`src/rtl/conv_seq_pkg.sv`:
```
// conv_seq_pkg
// Shared definitions for the conv stream sequencer: the sequencer state
// encoding and the weight-count helper that sizes a full conv weight set
// (kernel taps + per-output bias + MACC coefficient + layer scale).
package conv_seq_pkg;

  typedef enum logic [1:0] {
    IDLE   = 2'd0,
    LOAD_W = 2'd1,
    STREAM = 2'd2,
    FINISH = 2'd3
  } seq_state_e;

  function automatic int unsigned calc_num_wt(input int unsigned k0,
                                              input int unsigned k1,
                                              input int unsigned in_ch,
                                              input int unsigned out_ch);
    return k0 * k1 * in_ch * out_ch + out_ch + 2;
  endfunction

endpackage

```
`src/rtl/conv_seq_prefetch.sv`:
```
// conv_seq_prefetch
// One-entry pixel buffer sitting between a 1-cycle-latency pixel memory and
// the conv input port.
//
// Handshake: a transfer happens at a rising edge where the buffer holds a
// pixel, fifo_rd_en=1 and fifo_almost_full=0. The transferred pixel appears
// on o_data with o_valid=1 in the following cycle; without a transfer o_valid
// is 0 and o_data keeps its last value. Both outputs are registered, so there
// is no combinational path from the flow-control inputs to o_valid.
//
// Ports:
//   clk, rst            clock, synchronous active-high reset
//   rd_allow            upstream permits a new pixel read (pixels remain)
//   src_px_data         pixel memory read data (valid the cycle after a read)
//   fifo_rd_en          conv is ready to accept a pixel
//   fifo_almost_full    conv input fifo is nearly full; blocks transfers
//   rd_issue            a pixel memory read is launched at this edge
//   xfer                a pixel is handed to conv at this edge
//   o_data, o_valid     registered pixel stream to conv
module conv_seq_prefetch #(
  parameter int unsigned DW = 16
) (
  input  logic          clk,
  input  logic          rst,
  input  logic          rd_allow,
  input  logic [DW-1:0] src_px_data,
  input  logic          fifo_rd_en,
  input  logic          fifo_almost_full,
  output logic          rd_issue,
  output logic          xfer,
  output logic [DW-1:0] o_data,
  output logic          o_valid
);

  // The single entry lives either "in flight" (read issued last edge, data
  // currently on src_px_data) or in hold_data once it has waited a cycle.
  // Reads are only launched when the entry is free or leaving, so the two
  // flags are never set together.
  logic          inflight;
  logic          hold_valid;
  logic [DW-1:0] hold_data;
  logic          buf_valid;
  logic [DW-1:0] buf_data;

  assign buf_valid = inflight | hold_valid;
  assign buf_data  = inflight ? src_px_data : hold_data;
  assign xfer      = buf_valid & fifo_rd_en & ~fifo_almost_full;
  assign rd_issue  = rd_allow & (~buf_valid | xfer);

  always_ff @(posedge clk) begin
    if (rst) begin
      inflight   <= 1'b0;
      hold_valid <= 1'b0;
      hold_data  <= '0;
      o_data     <= '0;
      o_valid    <= 1'b0;
    end else begin
      inflight <= rd_issue;
      if (xfer) begin
        hold_valid <= 1'b0;
      end else if (inflight) begin
        hold_valid <= 1'b1;
        hold_data  <= src_px_data;
      end
      o_valid <= xfer;
      if (xfer) begin
        o_data <= buf_data;
      end
    end
  end

endmodule

```
`src/rtl/conv_stream_sequencer.sv`:
```
// conv_stream_sequencer
// Loads a complete conv weight set from a local weight memory, then streams
// frame_count frames of pixels from a pixel memory into conv, honouring the
// fifo_rd_en / fifo_almost_full flow control.
//
// Optional feature: define CONV_SEQ_WT_CHECKSUM_EN to build a running 32-bit
// sum of all written weights on wt_checksum; otherwise wt_checksum is 0.
//
// Ports:
//   clk, rst                      clock, synchronous active-high reset
//   start, frame_count            begin request (IDLE only), frames to stream
//   busy, done                    activity flag, one-cycle completion pulse
//   src_wt_addr, src_wt_data      weight memory read port (1-cycle latency)
//   src_px_addr, src_px_data      pixel memory read port (1-cycle latency)
//   weight_wr_data/addr/en        weight write port into conv
//   o_data, o_valid               pixel stream into conv i_data/i_valid
//   fifo_rd_en, fifo_almost_full  flow control from conv
//   wt_checksum                   sum of written weights (optional)
//   dbg_state                     current sequencer state
import conv_seq_pkg::*;

module conv_stream_sequencer #(
  parameter int unsigned IN_WIDTH     = 4,
  parameter int unsigned IN_HEIGHT    = 4,
  parameter int unsigned IN_CHANNEL   = 2,
  parameter int unsigned OUT_CHANNEL  = 2,
  parameter int unsigned KERNEL_0     = 3,
  parameter int unsigned KERNEL_1     = 3,
  parameter int unsigned WT_BASE_ADDR = 0,
  parameter int unsigned PX_AW        = 16
) (
  input  logic                    clk,
  input  logic                    rst,
  input  logic                    start,
  input  logic [15:0]             frame_count,
  output logic                    busy,
  output logic                    done,
  output logic [15:0]             src_wt_addr,
  input  logic [31:0]             src_wt_data,
  output logic [PX_AW-1:0]        src_px_addr,
  input  logic [8*IN_CHANNEL-1:0] src_px_data,
  output logic [31:0]             weight_wr_data,
  output logic [31:0]             weight_wr_addr,
  output logic                    weight_wr_en,
  output logic [8*IN_CHANNEL-1:0] o_data,
  output logic                    o_valid,
  input  logic                    fifo_rd_en,
  input  logic                    fifo_almost_full,
  output logic [31:0]             wt_checksum,
  output logic [1:0]              dbg_state
);

  localparam int unsigned NUM_WT   = calc_num_wt(KERNEL_0, KERNEL_1, IN_CHANNEL, OUT_CHANNEL);
  localparam int unsigned FRAME_PX = IN_WIDTH * IN_HEIGHT;

  seq_state_e  state;
  logic [15:0] fc_r;
  logic [31:0] wcnt;   // weights written so far
  logic [31:0] pcnt;   // pixel reads issued so far
  logic [31:0] xcnt;   // pixels transferred so far
  logic [31:0] npx;
  logic        done_r;
  logic        rd_allow;
  logic        rd_issue;
  logic        xfer;

  assign npx       = 32'(fc_r) * 32'(FRAME_PX);
  assign rd_allow  = (state == STREAM) && (pcnt < npx);
  assign done      = done_r;
  // done is registered off FINISH, so busy is held through the pulse cycle.
  assign busy      = (state != IDLE) || done_r;
  assign dbg_state = state;

  always_ff @(posedge clk) begin
    if (rst) begin
      state          <= IDLE;
      fc_r           <= '0;
      wcnt           <= '0;
      pcnt           <= '0;
      xcnt           <= '0;
      done_r         <= 1'b0;
      src_wt_addr    <= '0;
      src_px_addr    <= '0;
      weight_wr_en   <= 1'b0;
      weight_wr_addr <= '0;
      weight_wr_data <= '0;
    end else begin
      done_r       <= 1'b0;
      weight_wr_en <= 1'b0;
      case (state)
        IDLE: begin
          // src_wt_addr rests at 0 in IDLE, so word 0 is already being read
          // during the start cycle and the address moves straight on to 1.
          if (start) begin
            state       <= LOAD_W;
            fc_r        <= frame_count;
            wcnt        <= '0;
            pcnt        <= '0;
            xcnt        <= '0;
            src_wt_addr <= 16'd1;
            src_px_addr <= '0;
          end
        end
        LOAD_W: begin
          if (wcnt < 32'(NUM_WT)) begin
            weight_wr_en   <= 1'b1;
            weight_wr_data <= src_wt_data;
            weight_wr_addr <= 32'(WT_BASE_ADDR) + wcnt;
            wcnt           <= wcnt + 32'd1;
          end else begin
            state <= (fc_r == 16'd0) ? FINISH : STREAM;
          end
          // Step through 1..NUM_WT-1, then park at 0 for the next run.
          if ((src_wt_addr != 16'd0) && (32'(src_wt_addr) < 32'(NUM_WT - 1)))
            src_wt_addr <= src_wt_addr + 16'd1;
          else
            src_wt_addr <= 16'd0;
        end
        STREAM: begin
          if (rd_issue) begin
            pcnt <= pcnt + 32'd1;
            // Stop on the last pixel address instead of running one past it.
            if (pcnt + 32'd1 < npx)
              src_px_addr <= src_px_addr + PX_AW'(1);
          end
          if (xfer) begin
            xcnt <= xcnt + 32'd1;
            if (xcnt == npx - 32'd1)
              state <= FINISH;
          end
        end
        FINISH: begin
          done_r <= 1'b1;
          state  <= IDLE;
        end
        default: state <= IDLE;
      endcase
    end
  end

  conv_seq_prefetch #(
    .DW(8 * IN_CHANNEL)
  ) u_prefetch (
    .clk              (clk),
    .rst              (rst),
    .rd_allow         (rd_allow),
    .src_px_data      (src_px_data),
    .fifo_rd_en       (fifo_rd_en),
    .fifo_almost_full (fifo_almost_full),
    .rd_issue         (rd_issue),
    .xfer             (xfer),
    .o_data           (o_data),
    .o_valid          (o_valid)
  );

`ifdef CONV_SEQ_WT_CHECKSUM_EN
  logic [31:0] cks;

  always_ff @(posedge clk) begin
    if (rst)
      cks <= '0;
    else if ((state == IDLE) && start)
      cks <= '0;
    else if ((state == LOAD_W) && (wcnt < 32'(NUM_WT)))
      cks <= cks + src_wt_data;
  end

  assign wt_checksum = cks;
`else
  assign wt_checksum = '0;
`endif

endmodule

```
`config.mk`:
```
export PLATFORM = sky130hd
export DESIGN_NAME = conv_stream_sequencer
export DESIGN_NICKNAME = d
export VERILOG_FILES = /design/src/rtl/conv_seq_pkg.sv /design/src/rtl/conv_seq_prefetch.sv /design/src/rtl/conv_stream_sequencer.sv
export SDC_FILE = /design/constraint.sdc
export NUM_CORES = 1
export LEC_CHECK = 0
export ABC_AREA = 1
export CORE_UTILIZATION = 53
export CTS_BUF_LIST = sky130_fd_sc_hd__clkbuf_16
export CTS_CLUSTER_SIZE = 40
export DETAILED_ROUTE_END_ITERATION = 6
export PLACE_DENSITY = 0.78
export RECOVER_POWER = 100
export SLEW_MARGIN = 30
export SYNTH_ARGS = -nofsm -noshare
export SYNTH_HDL_FRONTEND = slang
export SYNTH_SLANG_ARGS = --single-unit
export TNS_END_PERCENT = 100
```
`constraint.sdc`:
```
create_clock -name clk -period 4.2 [get_ports clk]
set_clock_uncertainty 0.05 [all_clocks]
set_input_delay 0.63 -clock clk [delete_from_list [all_inputs] [get_ports clk]]
set_output_delay 0.63 -clock clk [all_outputs]
set_load 0.02 [all_outputs]
```
# == Word level (Yosys, flattened, before mapping) ==
# Index checks and enable logic that the tools add are counted.
# totals
reg_bits,247
# op_classes
n_reduce_logical,19
eq_ne,11
add_sub_neg,6
mux,23
bitwise_logic,8
n_lt_le_gt_ge,4
# ops
cell,count
32-bit case mux with 2 select lines,3
32-bit 2-to-1 mux,4
"32-bit by 1-bit adder with 32-bit output, second input constant",3
16-bit 2-to-1 mux,6
32-bit by 20-bit less-than comparator with 1-bit output,2
16-bit case mux with 2 select lines,2
"16-bit by 1-bit adder with 16-bit output, second input constant",2
32-bit equality test,1
"32-bit by 6-bit less-than comparator with 1-bit output, second input constant",1
"20-bit by 1-bit subtractor with 21-bit output, second input constant",1
16-bit zero test,1
"16-bit by 6-bit less-than comparator with 1-bit output, second input constant",1
16-bit nonzero test,1
3-bit AND reduction,3
2-bit 2-to-1 mux,4
"2-bit != test, second input constant",4
2-bit case mux with 4 select lines,1
4-bit AND reduction,2
"2-bit by 1-bit != test with 1-bit output, second input constant",3
2-bit AND reduction,3
2-bit nonzero test,3
"2-bit equality test, second input constant",2
2-bit OR reduction,2
1-bit AND,3
7 further kinds,13

# == Depth between registers and ports, before layout ==
# Gate-level depths: netlist of run 1.
# logic_depth
word_depth,7
mapped_depth,20

# == Cells and area by module ==
# From an unflattened synthesis of run 1, not the netlist that was laid out.
# unflattened
hier_cells,1783
hier_area_um2,12515.8
# modules_own_cells
mod,instances,area_each_um2,cells_each
conv_stream_sequencer,1,10887.9,1573
conv_seq_prefetch,1,1627.8,210

# == Worst setup path before layout of run 1 ==
# Ideal clock, no wire load.
# synth_path
path_type,flip-flop to flip-flop
start,reg pcnt[0]
end,reg src_px_addr[11]
required_ns,4.018
slack_ns,1.536
path_buffers,1
stages_incl_launch_ff,20
t_arrival_ns,2.482
path_cell_list,dfxtp_1 ha_1 nand3_1 inv_2 nand2_2 nor2_2 nand3_1 xor2_1 ha_1 a211oi_1 o21ai_0 nor2_1 nand3_1 nor2_2 nand3_2 nand2_4 nand2_4 buf_6 nand2_1 a21oi_1
# synth_via
elab_chain_cells,5
# synth_lines
item,line_no,rtl
"start, declared",conv_stream_sequencer.sv:59,logic [31:0] pcnt;
"start signal, assigned",conv_stream_sequencer.sv:121,pcnt <= pcnt + 32'd1;
branches (longest 4 deep; another with 32-bit by 1-bit adder with 32-bit output),-,
4-bit AND reduction (no source line) *,-,
"end signal, assigned",conv_stream_sequencer.sv:124,src_px_addr <= src_px_addr + PX_AW'(1);
"end, declared",conv_stream_sequencer.sv:40,"output logic [PX_AW-1:0] src_px_addr,"
# Mark *: on every way between the ends.
# A chain may end at the register's enable or synchronous reset.

# == Worst setup path after layout of run 1 ==
# layout_path
start,reg pcnt[0]
end,reg src_px_addr[12]
# The elaborated chain is that of the path after synthesis.

==> results.json, run 1 <==
{
  "final_nets": 2034,
  "cts_setup_buffers": 0,
  "grt_pass1_wl_microns": 53900,
  "track_usage_pct": 27.3,
  "comb_power_share_pct": 36.2,
  "avgRoutedWirePerCell_microns": 14.7,
  "globalplace.congestion": 0.955,
  "p_per_area_nw_per_um2": 548,
  "fin_ws_ns": 0.676,
  "tightest_slew_ns": 2.04,
  "ff2ff_path_depth": 18,
  "critPathMaxStageDelay_ns": 0.40,
  "status": "complete, but fails checks",
  "grt_max_degree": 104,
  "first_pass_iters": 5,
  "post-route-min-period_ns": 3.52,
  "leakagePower_nw": 6.29,
  "startpoint_type": "flip-flop",
  "synth_cell_types": 44,
  "syn2layout_area_growth_pct": 22.4,
  "vdd_drop_max_uv": 387,
  "antenna_left": 0,
  "netSwitchingFraction_pct": 38.5,
  "hold_class": "input pin to flip-flop",
  "grt_pass1_vias": 11200,
  "clkPwrFrac_pct": 29.2,
  "cts_sinks": 247,
  "wl_microns": 32700,
  "whs_path_depth": 2,
  "synth-adder-area-share_pct": 4.27,
  "ys_seq_elements": 247,
  "fin_tns_setup_ns": 0,
  "slowest_stage": "dfxtp_1",
  "rsz0062_at_grt": "no",
  "fin_crit_sh_pct": 83.9,
  "initial_core_util_pct": 54.1,
  "seq_area_frac_synth_pct": 40.2,
  "hold_buffers": 0,
  "hold_viol_final": 0,
  "critPathRequiredTime_ns": 4.46,
  "synth_compound_area_share_pct": 10.5,
  "io_pins": 219,
  "clk_pin_slew_ns": 0.06,
  "synth_edf_count": 0,
  "synthArstFlopShare_pct": 0,
  "grt-ovfl-total": 0,
  "io_buffer_count": 186,
  "end_kind": "flip-flop",
  "netSwitchingPower_mw": 3.17,
  "drive_gt1_share_pct": 3.76,
  "die_y_microns": 154,
  "crit_chain": "ha_1 > nand3_1 > inv_1 > nand2_1 > nor2_1 > nand3_1 > xor2_1 > ha_1 > a211oi_1 > o21ai_0 > nor2_1 > nand3_1 > nor2_1 > nand3_2 > nand2_4 > nand2_4 > nand2_1 > a21oi_1",
  "cts_resized": 0,
  "synth-simple-area-share_pct": 31.6,
  "fillers": 1988,
  "setup_viol": 0,
  "vias": 11800,
  "die_w_microns": 154,
  "synthesis.area_sq_um": 12300,
  "h-tree-depth": 1,
  "clk_latency_ns": 0.54,
  "cts_buffer_depth": 3,
  "muxShareOfSynthArea_pct": 0,
  "violations": "max-capacitance violations, max-slew violations",
  "crit_fanout": 18,
  "die_area_sq_um": 23800,
  "ys_warn_count": 0,
  "dpl.hpwl_microns": 23800,
  "cts_made_buffers": 28,
  "p_int_mw": 5.07,
  "drc_errors": 0,
  "placementRows": 55,
  "timing.fmax_ghz": 0.284,
  "netlist_instances": 1762,
  "slew-limit-headroom_pct": -36.1,
  "antenna_found_initial": 1,
  "drtIter0Drc": 784,
  "slew_viol_final": 104,
  "avgSynthCellArea_sq_um": 6.98,
  "core_sq_um": 22700,
  "cts_root_buf": "clkbuf_16",
  "synth_xor_area_share_pct": 3.56,
  "avgViaCountPerCell": 5.28,
  "maxCapViolCount": 1,
  "arrival_ns": 3.79,
  "critical_path_class": "flip-flop to flip-flop",
  "synth_ff_type": "dfxtp_1",
  "pre_cts_ws_ns": 1.02,
  "pwr-share-seq_pct": 34.6,
  "synth_top_family_by_area": "simple AND/OR/NAND/NOR gates",
  "cts_tree": "done"
}
power groups by stage:
stage | registers [mW] | logic [mW] | clock network [mW]
floorplan | 3.06 | 1.97 | 0
global placement | 2.90 | 2.98 | 0
detailed placement | 2.91 | 3.04 | 0
CTS | 2.86 | 3.06 | 2.45
global route | 2.89 | 3.35 | 2.54
finish | 2.85 | 2.98 | 2.40
layer usage:
metal / vias up / global-route usage [%] / share of wire [%]
met1: 5352 / 33.1 / 43
li1: 5966 / - / -
met4: 0 / 10.7 / 3.6
met2: 374 / 46.8 / 46
met5: - / 0 / 0
met3: 74 / 6.58 / 7.5
kinds of logic (layout without fill, tap and decap cells):
kind of cell / count (synthesis) / count (layout)
adder cells (fa/ha/maj): 42 / 42
XOR/XNOR: 50 / 50
buffers and inverters: 274 / 425
AO/OA/AOI/OAI: 240 / 240
AND/OR/NAND/NOR: 908 / 908
other: 1 / 33
flip-flops: 247 / 247
registers in the layout (all words and copies together), names as in the netlist:
signal,flops
done,1
weight_wr_addr,32
dbg_state,2
u_prefetch.inflight,1
weight_wr_data,32
u_prefetch.hold_data,16
wcnt,32
u_prefetch.o_data,16
src_px_addr,16
xcnt,32
fc_r,16
src_wt_addr,16
u_prefetch.o_valid,1
weight_wr_en,1
u_prefetch.hold_valid,1
pcnt,32
synth_stat cells, types with 2 or more instances:
master | instances | share of area (%)
ha_1 | 42 | 4.3
xnor2_1 | 10 | 0.71
o22ai_1 | 16 | 0.81
o21a_1 | 4 | 0.24
o21ai_0 | 114 | 4.6
clkinv_1 | 2 | 0.061
a31oi_1 | 2 | 0.10
xor2_1 | 40 | 2.8
inv_2 | 5 | 0.15
buf_6 | 2 | 0.18
o21ai_1 | 5 | 0.20
nand4_1 | 26 | 1.3
a211oi_1 | 10 | 0.61
nor2_1 | 291 | 8.9
nor3b_1 | 2 | 0.12
a221oi_1 | 3 | 0.21
nand3_2 | 3 | 0.24
nor4_1 | 14 | 0.71
a21oi_1 | 81 | 3.3
nor2_4 | 6 | 0.55
nand3b_1 | 2 | 0.12
nand3_1 | 117 | 4.8
nand2_2 | 7 | 0.36
nor2_2 | 8 | 0.41
dfxtp_1 | 247 | 40
nand2_4 | 2 | 0.18
buf_2 | 9 | 0.37
nor3_1 | 69 | 2.8
nand2_1 | 358 | 11
inv_1 | 170 | 5.2
clkbuf_1 | 50 | 1.5
buf_4 | 33 | 2.0
cell type report:
cell class                      instances  area, sq um  area share [%]
Sequential cell                       247         4940            32.9
Timing Repair Buffer                  196         1920            12.8
Multi-Input combinational cell       1272         6240            41.5
Clock inverter                         22          183            1.21
Inverter                              178          673            4.47
Antenna cell                            1         2.50          0.0166
Tap cell                              285          357            2.37
Clock buffer                           29          726            4.82
metrics by stage:
step                      instance area (sq um)  power (mW)  util [%]  cells  hold WS [ns]
after floorplan                           12400        5.03         -   1793         0.369
after global placement                    14200        5.88      62.5   2178         0.375
after detailed placement                  14200        5.95      62.5   2178         0.379
after CTS                                 15100        8.37      66.5   2229         0.240
after global routing                      15000        8.78      66.2   2229         0.252
final                                     15000        8.24      66.2   2230         0.253
cells in the final DEF (no fill, tap or decap), drive strengths merged:
| cell | Yosys | final |
|---|---|---|
| a211oi | 10 | 10 |
| xor2 | 40 | 40 |
| dfxtp | 247 | 247 |
| nor4 | 14 | 14 |
| buf | 45 | 6 |
| clkinvlp | 0 | 1 |
| conb | 1 | 32 |
| o21bai | 1 | 1 |
| nand3b | 2 | 2 |
| o21ai | 119 | 119 |
| nand4 | 27 | 27 |
| nor3 | 70 | 70 |
| nor3b | 2 | 2 |
| diode | 0 | 1 |
| clkbuf | 51 | 34 |
| dlygate4sd3 | 0 | 118 |
| a41oi | 1 | 1 |
| nand3 | 120 | 120 |
| o21a | 4 | 4 |
| clkdlybuf4s50 | 0 | 67 |
| or2 | 1 | 1 |
| bufinv | 0 | 3 |
| nor2 | 305 | 305 |
| a2111oi | 1 | 1 |
| xnor2 | 10 | 10 |
| a21boi | 1 | 1 |
| a31oi | 2 | 2 |
| a21oi | 82 | 82 |
| ha | 42 | 42 |
| a221oi | 3 | 3 |
| nand2 | 367 | 367 |
| clkinv | 2 | 14 |
| o22ai | 16 | 16 |
| inv | 176 | 182 |
final timing paths:
path | start | end | slack, ns
worst min register to register | weight_wr_addr[28] | weight_wr_addr[28] | 0.38
worst min-delay path | rst | u_prefetch.o_valid | 0.25
worst max-delay path | pcnt[0] | src_px_addr[12] | 0.68
worst max register to register | pcnt[0] | src_px_addr[12] | 0.68
worst max-delay path: cells and delay by family, from the launching register on:
| family | cells | cell delay (ns) |
|---|---|---|
| flops | 1 | 0.40 |
| simple gates | 11 | 1.70 |
| fa+ha+maj | 2 | 0.40 |
| compound gates | 3 | 0.38 |
| xor+xnor | 1 | 0.19 |
| buf+inv | 1 | 0.17 |
(Power assumes the default switching activity.)
==> run 2: changes to the inputs <==
Clock period 4.2 ns to 3.6 ns, I/O delays scaled along.
==> results.json, run 2 (synthesis results as in run 1) <==
{
  "wl_met2_microns": 15600,
  "rrSetupSlack_ns": 0.39,
  "reg2reg_from": "pcnt[0]",
  "clk_latency_ns": 0.55,
  "violations": "max-capacitance violations, max-slew violations",
  "globalplace.congestion": 0.899,
  "slew_viol_final": 104,
  "cts_resized": 0,
  "cts_buffer_depth": 3,
  "vias": 11800,
  "fin_tns_setup_ns": 0,
  "die_w_microns": 154,
  "avgViaCountPerCell": 5.29,
  "hold_viol_final": 0,
  "io_buffer_count": 186,
  "drive_gt1_share_pct": 4.07,
  "maxCapViolCount": 1,
  "min_to": "u_prefetch.o_valid",
  "drc_errors": 0,
  "tightest_slew_ns": 2.02,
  "post-route-min-period_ns": 3.21,
  "hold_buffers": 0,
  "dpl.hpwl_microns": 24300,
  "critical_path.top_delay_family": "simple AND/OR/NAND/NOR gates",
  "cts_tree": "done",
  "final_nets": 2035,
  "layout_common_cells": "359 x nand2_1, 292 x nor2_1, 247 x dfxtp_1",
  "whs_path_depth": 2,
  "setup_viol": 0,
  "final_common_cell": "nand2_1",
  "io_pins": 219,
  "fin_crit_sh_pct": 89.0,
  "drtIter0Drc": 766,
  "p_per_area_nw_per_um2": 639,
  "reg2reg_to": "src_px_addr[2]",
  "critPathRequiredTime_ns": 3.88,
  "critPathMaxStageDelay_ns": 0.39,
  "h-tree-depth": 1,
  "slew-limit-headroom_pct": -34.7,
  "crit_chain": "ha_1 > nand3_1 > inv_2 > nand2_2 > nor2_2 > nand3_1 > xor2_1 > ha_1 > nand2_1 > o21ai_0 > nor2_1 > nand3_1 > nor2_2 > nand3_2 > nand2_4 > nand2_4 > nand2_1 > a21oi_1",
  "clk_pin_slew_ns": 0.06,
  "path_common_cell": "nand3_1",
  "antenna_found_initial": 1,
  "grt_pass1_vias": 11100,
  "syn2layout_area_growth_pct": 22.2,
  "vdd_drop_max_uv": 489,
  "end_kind": "flip-flop",
  "wl_met1_microns": 13800,
  "core_sq_um": 22700,
  "met3_length_microns": 2670,
  "antenna_left": 0,
  "avgRoutedWirePerCell_microns": 15.0,
  "hold_class": "input pin to flip-flop",
  "critical_path_class": "flip-flop to flip-flop",
  "die_area_sq_um": 23800,
  "cts_sinks": 247,
  "timing.fmax_ghz": 0.312,
  "slowest_stage": "dfxtp_1",
  "die_y_microns": 154,
  "ff2ff_path_depth": 18,
  "cts_setup_buffers": 0,
  "path_buf_inv": 1,
  "grt-ovfl-total": 0,
  "track_usage_pct": 27.6,
  "first_pass_iters": 5,
  "initial_core_util_pct": 54.1,
  "placementRows": 55,
  "rsz0062_at_grt": "no",
  "wl_microns": 33400,
  "min-delay-start": "rst",
  "status": "complete, but fails checks",
  "startpoint_type": "flip-flop",
  "arrival_ns": 3.49,
  "crit_fanout": 18,
  "antenna_cells": 0,
  "route.top_layer_used": "met4",
  "grt_max_degree": 104,
  "whs_ns": 0.312,
  "cts_root_buf": "clkbuf_16",
  "cts_made_buffers": 27,
  "leakagePower_nw": 6.27,
  "grt_pass1_wl_microns": 53900
}
==> run 2: cell types whose count changed in the layout (fill, tap and decap cells not counted), moves of 2 or more <==
cell       delta
clkbuf_1      +2
clkbuf_16     -2
clkinv_1      -4
inv_1         -3
inv_2         +3
inv_6         -2
nand2_1       -2
nand2_2       +2
nor2_1        -4
nor2_2        +5
==> run 2: worst max path at each step <==
| stage | start | to | cells after the start |
|---|---|---|---|
| 2_1_floorplan | pcnt[0] | src_px_addr[11] | 19 |
| 3_3_place_gp | pcnt[0] | src_px_addr[5] | 18 |
| 3_5_place_dp | pcnt[0] | src_px_addr[5] | 18 |
| 4_1_cts | pcnt[0] | src_px_addr[2] | 18 |
| 5_1_grt | pcnt[10] | src_px_addr[9] | 18 |
| 6_report | pcnt[0] | src_px_addr[2] | 18 |
==> run 2: cell type report <==
class	count	area, sq um
Sequential cell	247	4940
Clock buffer	27	676
Fill cell	1990	7690
Tap cell	285	357
Multi-Input combinational cell	1272	6240
Timing Repair Buffer	198	1920
Inverter	178	673
Clock inverter	18	203
==> run 2: worst reg2reg max path, stage by stage, from the launching register on <==
cell and delay (ns):
dfxtp_1 0.39, ha_1 0.21, nand3_1 0.15, inv_2 0.14, nand2_2 0.10, nor2_2 0.21
nand3_1 0.13, xor2_1 0.24, ha_1 0.28, nand2_1 0.08, o21ai_0 0.10, nor2_1 0.12
nand3_1 0.09, nor2_2 0.09, nand3_2 0.10, nand2_4 0.20, nand2_4 0.16, nand2_1 0.11
a21oi_1 0.06
==> run 2: per-stage QoR <==
step	setup WS, ns	util (%)	area, sq um	instances	total power [mW]
floorplan	0.936	-	12400	1793	5.87
global placement	0.617	62.5	14200	2180	6.86
detailed placement	0.459	62.5	14200	2180	6.94
CTS	0.445	66.4	15100	2225	9.75
global route	0.103	66.1	15000	2225	10.2
finish	0.395	66.1	15000	2225	9.60
==> run 2: where the power goes <==
group	internal [mW]	switching (mW)	leakage [nW]
sequential	3.08	0.248	2.00
clock	1.65	1.13	0.443
combinational	1.15	2.33	3.82
total	5.88	3.72	6.27
==> run 2: routing by layer <==
layer | vias to the layer above | global-route usage [%]
li1 | 5972 | -
met1 | 5320 | 32.3
met2 | 389 | 47.6
met3 | 84 | 7.76
met4 | 0 | 11.1
met5 | - | 0
==> run 3: changes to the inputs <==
Settings changed: SLEW_MARGIN 30 to default.
==> results.json, run 3 (synthesis results as in run 1) <==
{
  "layout_common_cells": "359 x nand2_1, 292 x nor2_1, 247 x dfxtp_1",
  "rsz0062_at_grt": "no",
  "fin_ws_ns": 0.379,
  "io_pins": 219,
  "cts_buffer_depth": 3,
  "maxCapViolCount": 1,
  "leakagePower_nw": 6.27,
  "setup_viol": 0,
  "arrival_ns": 3.51,
  "crit_fanout": 18,
  "drive_gt1_share_pct": 4.07,
  "track_usage_pct": 27.6,
  "dp.cells": 2180,
  "slew_viol_final": 104,
  "initial_core_util_pct": 54.1,
  "startpoint_type": "flip-flop",
  "multi_input_area_sq_um": 6240,
  "die_w_microns": 154,
  "whs_path_depth": 2,
  "timing.fmax_ghz": 0.310,
  "p_per_area_nw_per_um2": 639,
  "die_area_sq_um": 23800,
  "pre_cts_ws_ns": 0.459,
  "drtIter0Drc": 764,
  "vdd_drop_max_uv": 490,
  "antenna_left": 0,
  "antenna_found_initial": 1,
  "globalplace.congestion": 0.899,
  "path_common_cell": "nand3_1",
  "cts_setup_buffers": 0,
  "cts_made_buffers": 27,
  "antenna_cells": 0,
  "avgViaCountPerCell": 5.29,
  "grt_pass1_wl_microns": 53900,
  "hold_class": "input pin to flip-flop",
  "critical_path_class": "flip-flop to flip-flop",
  "ff2ff_path_depth": 18,
  "clk_pin_slew_ns": 0.06,
  "slew-limit-headroom_pct": -34.1,
  "placementRows": 55,
  "die_y_microns": 154,
  "hold_buffers": 0,
  "end_kind": "flip-flop",
  "fillers": 1990,
  "first_pass_iters": 5,
  "final_common_cell": "nand2_1",
  "critPathMaxStageDelay_ns": 0.39,
  "grt_pass1_vias": 11100,
  "drc_errors": 0,
  "grt-ovfl-total": 0,
  "syn2layout_area_growth_pct": 22.2,
  "cts_root_buf": "clkbuf_16",
  "clk_latency_ns": 0.55,
  "post-route-min-period_ns": 3.22,
  "violations": "max-capacitance violations, max-slew violations",
  "dpl.hpwl_microns": 24300,
  "slowest_stage": "dfxtp_1",
  "cts_resized": 0,
  "critPathRequiredTime_ns": 3.89,
  "final_nets": 2035,
  "fin_tns_setup_ns": 0,
  "crit_chain": "ha_1 > nand3_1 > inv_2 > nand2_2 > nor2_2 > nand3_1 > xor2_1 > ha_1 > nand2_1 > o21ai_0 > nor2_1 > nand3_1 > nor2_2 > nand3_2 > nand2_4 > nand2_4 > nand2_1 > a21oi_1",
  "h-tree-depth": 1,
  "cts_tree": "done",
  "tightest_slew_ns": 2.01,
  "fin_cells": 2225,
  "grt_max_degree": 104,
  "fin_crit_sh_pct": 89.5,
  "seqCellArea_sq_um": 4940,
  "final_util_pct": 66.1,
  "cts_sinks": 247,
  "avgRoutedWirePerCell_microns": 15.0,
  "wl_microns": 33400,
  "core_sq_um": 22700,
  "vias": 11800,
  "status": "complete, but fails checks",
  "hold_viol_final": 0,
  "io_buffer_count": 186
}
## run 3: cell counts in the layout (fill, tap and decap cells not counted)
No cell type changed its count.
## run 3: worst paths after layout
kind | start | end | slack (ns)
worst max-delay path | pcnt[0] | src_px_addr[8] | 0.38
worst min register to register | weight_wr_addr[14] | weight_wr_addr[14] | 0.38
worst max register to register | pcnt[0] | src_px_addr[8] | 0.38
worst min-delay path | rst | u_prefetch.o_valid | 0.31
## run 3: report_power, final
group / internal, mW / leakage, nW / switching (mW) / total (mW)
clock network: 1.65 / 0.443 / 1.13 / 2.78
logic: 1.15 / 3.82 / 2.34 / 3.49
registers: 3.08 / 2.00 / 0.249 / 3.33
## run 3: stage by stage
stage / cell area, sq um / hold WS (ns) / total power, mW
after floorplan: 12400 / 0.369 / 5.87
after global placement: 14200 / 0.375 / 6.86
after detailed placement: 14200 / 0.378 / 6.94
after CTS: 15100 / 0.162 / 9.75
after global routing: 15000 / 0.328 / 10.2
final: 15000 / 0.313 / 9.60
## run 3: critical path, delay by kind of cell, from the launching register on
family / cells / cell delay (ns)
AO/OA/AOI/OAI: 2 / 0.16
XOR/XNOR: 1 / 0.25
adder cells (fa/ha/maj): 2 / 0.49
buffers and inverters: 1 / 0.14
flip-flops: 1 / 0.39
AND/OR/NAND/NOR: 12 / 1.53
## run 3: final cells by class
class                           instances  area share [%]
Multi-Input combinational cell       1272            41.6
Sequential cell                       247            32.9
Timing Repair Buffer                  198            12.8
Clock buffer                           27            4.50
Inverter                              178            4.48
Tap cell                              285            2.37
Clock inverter                         18            1.35
## run 3: per-layer routing
metal  track usage [%]  share of wire [%]  vias to the layer above
li1                  -                  -                     5971
met1              32.3                 41                     5310
met2              47.6                 47                      418
met3              7.76                8.1                       81
met4              11.1                3.7                        0
met5                 0                  0                        -
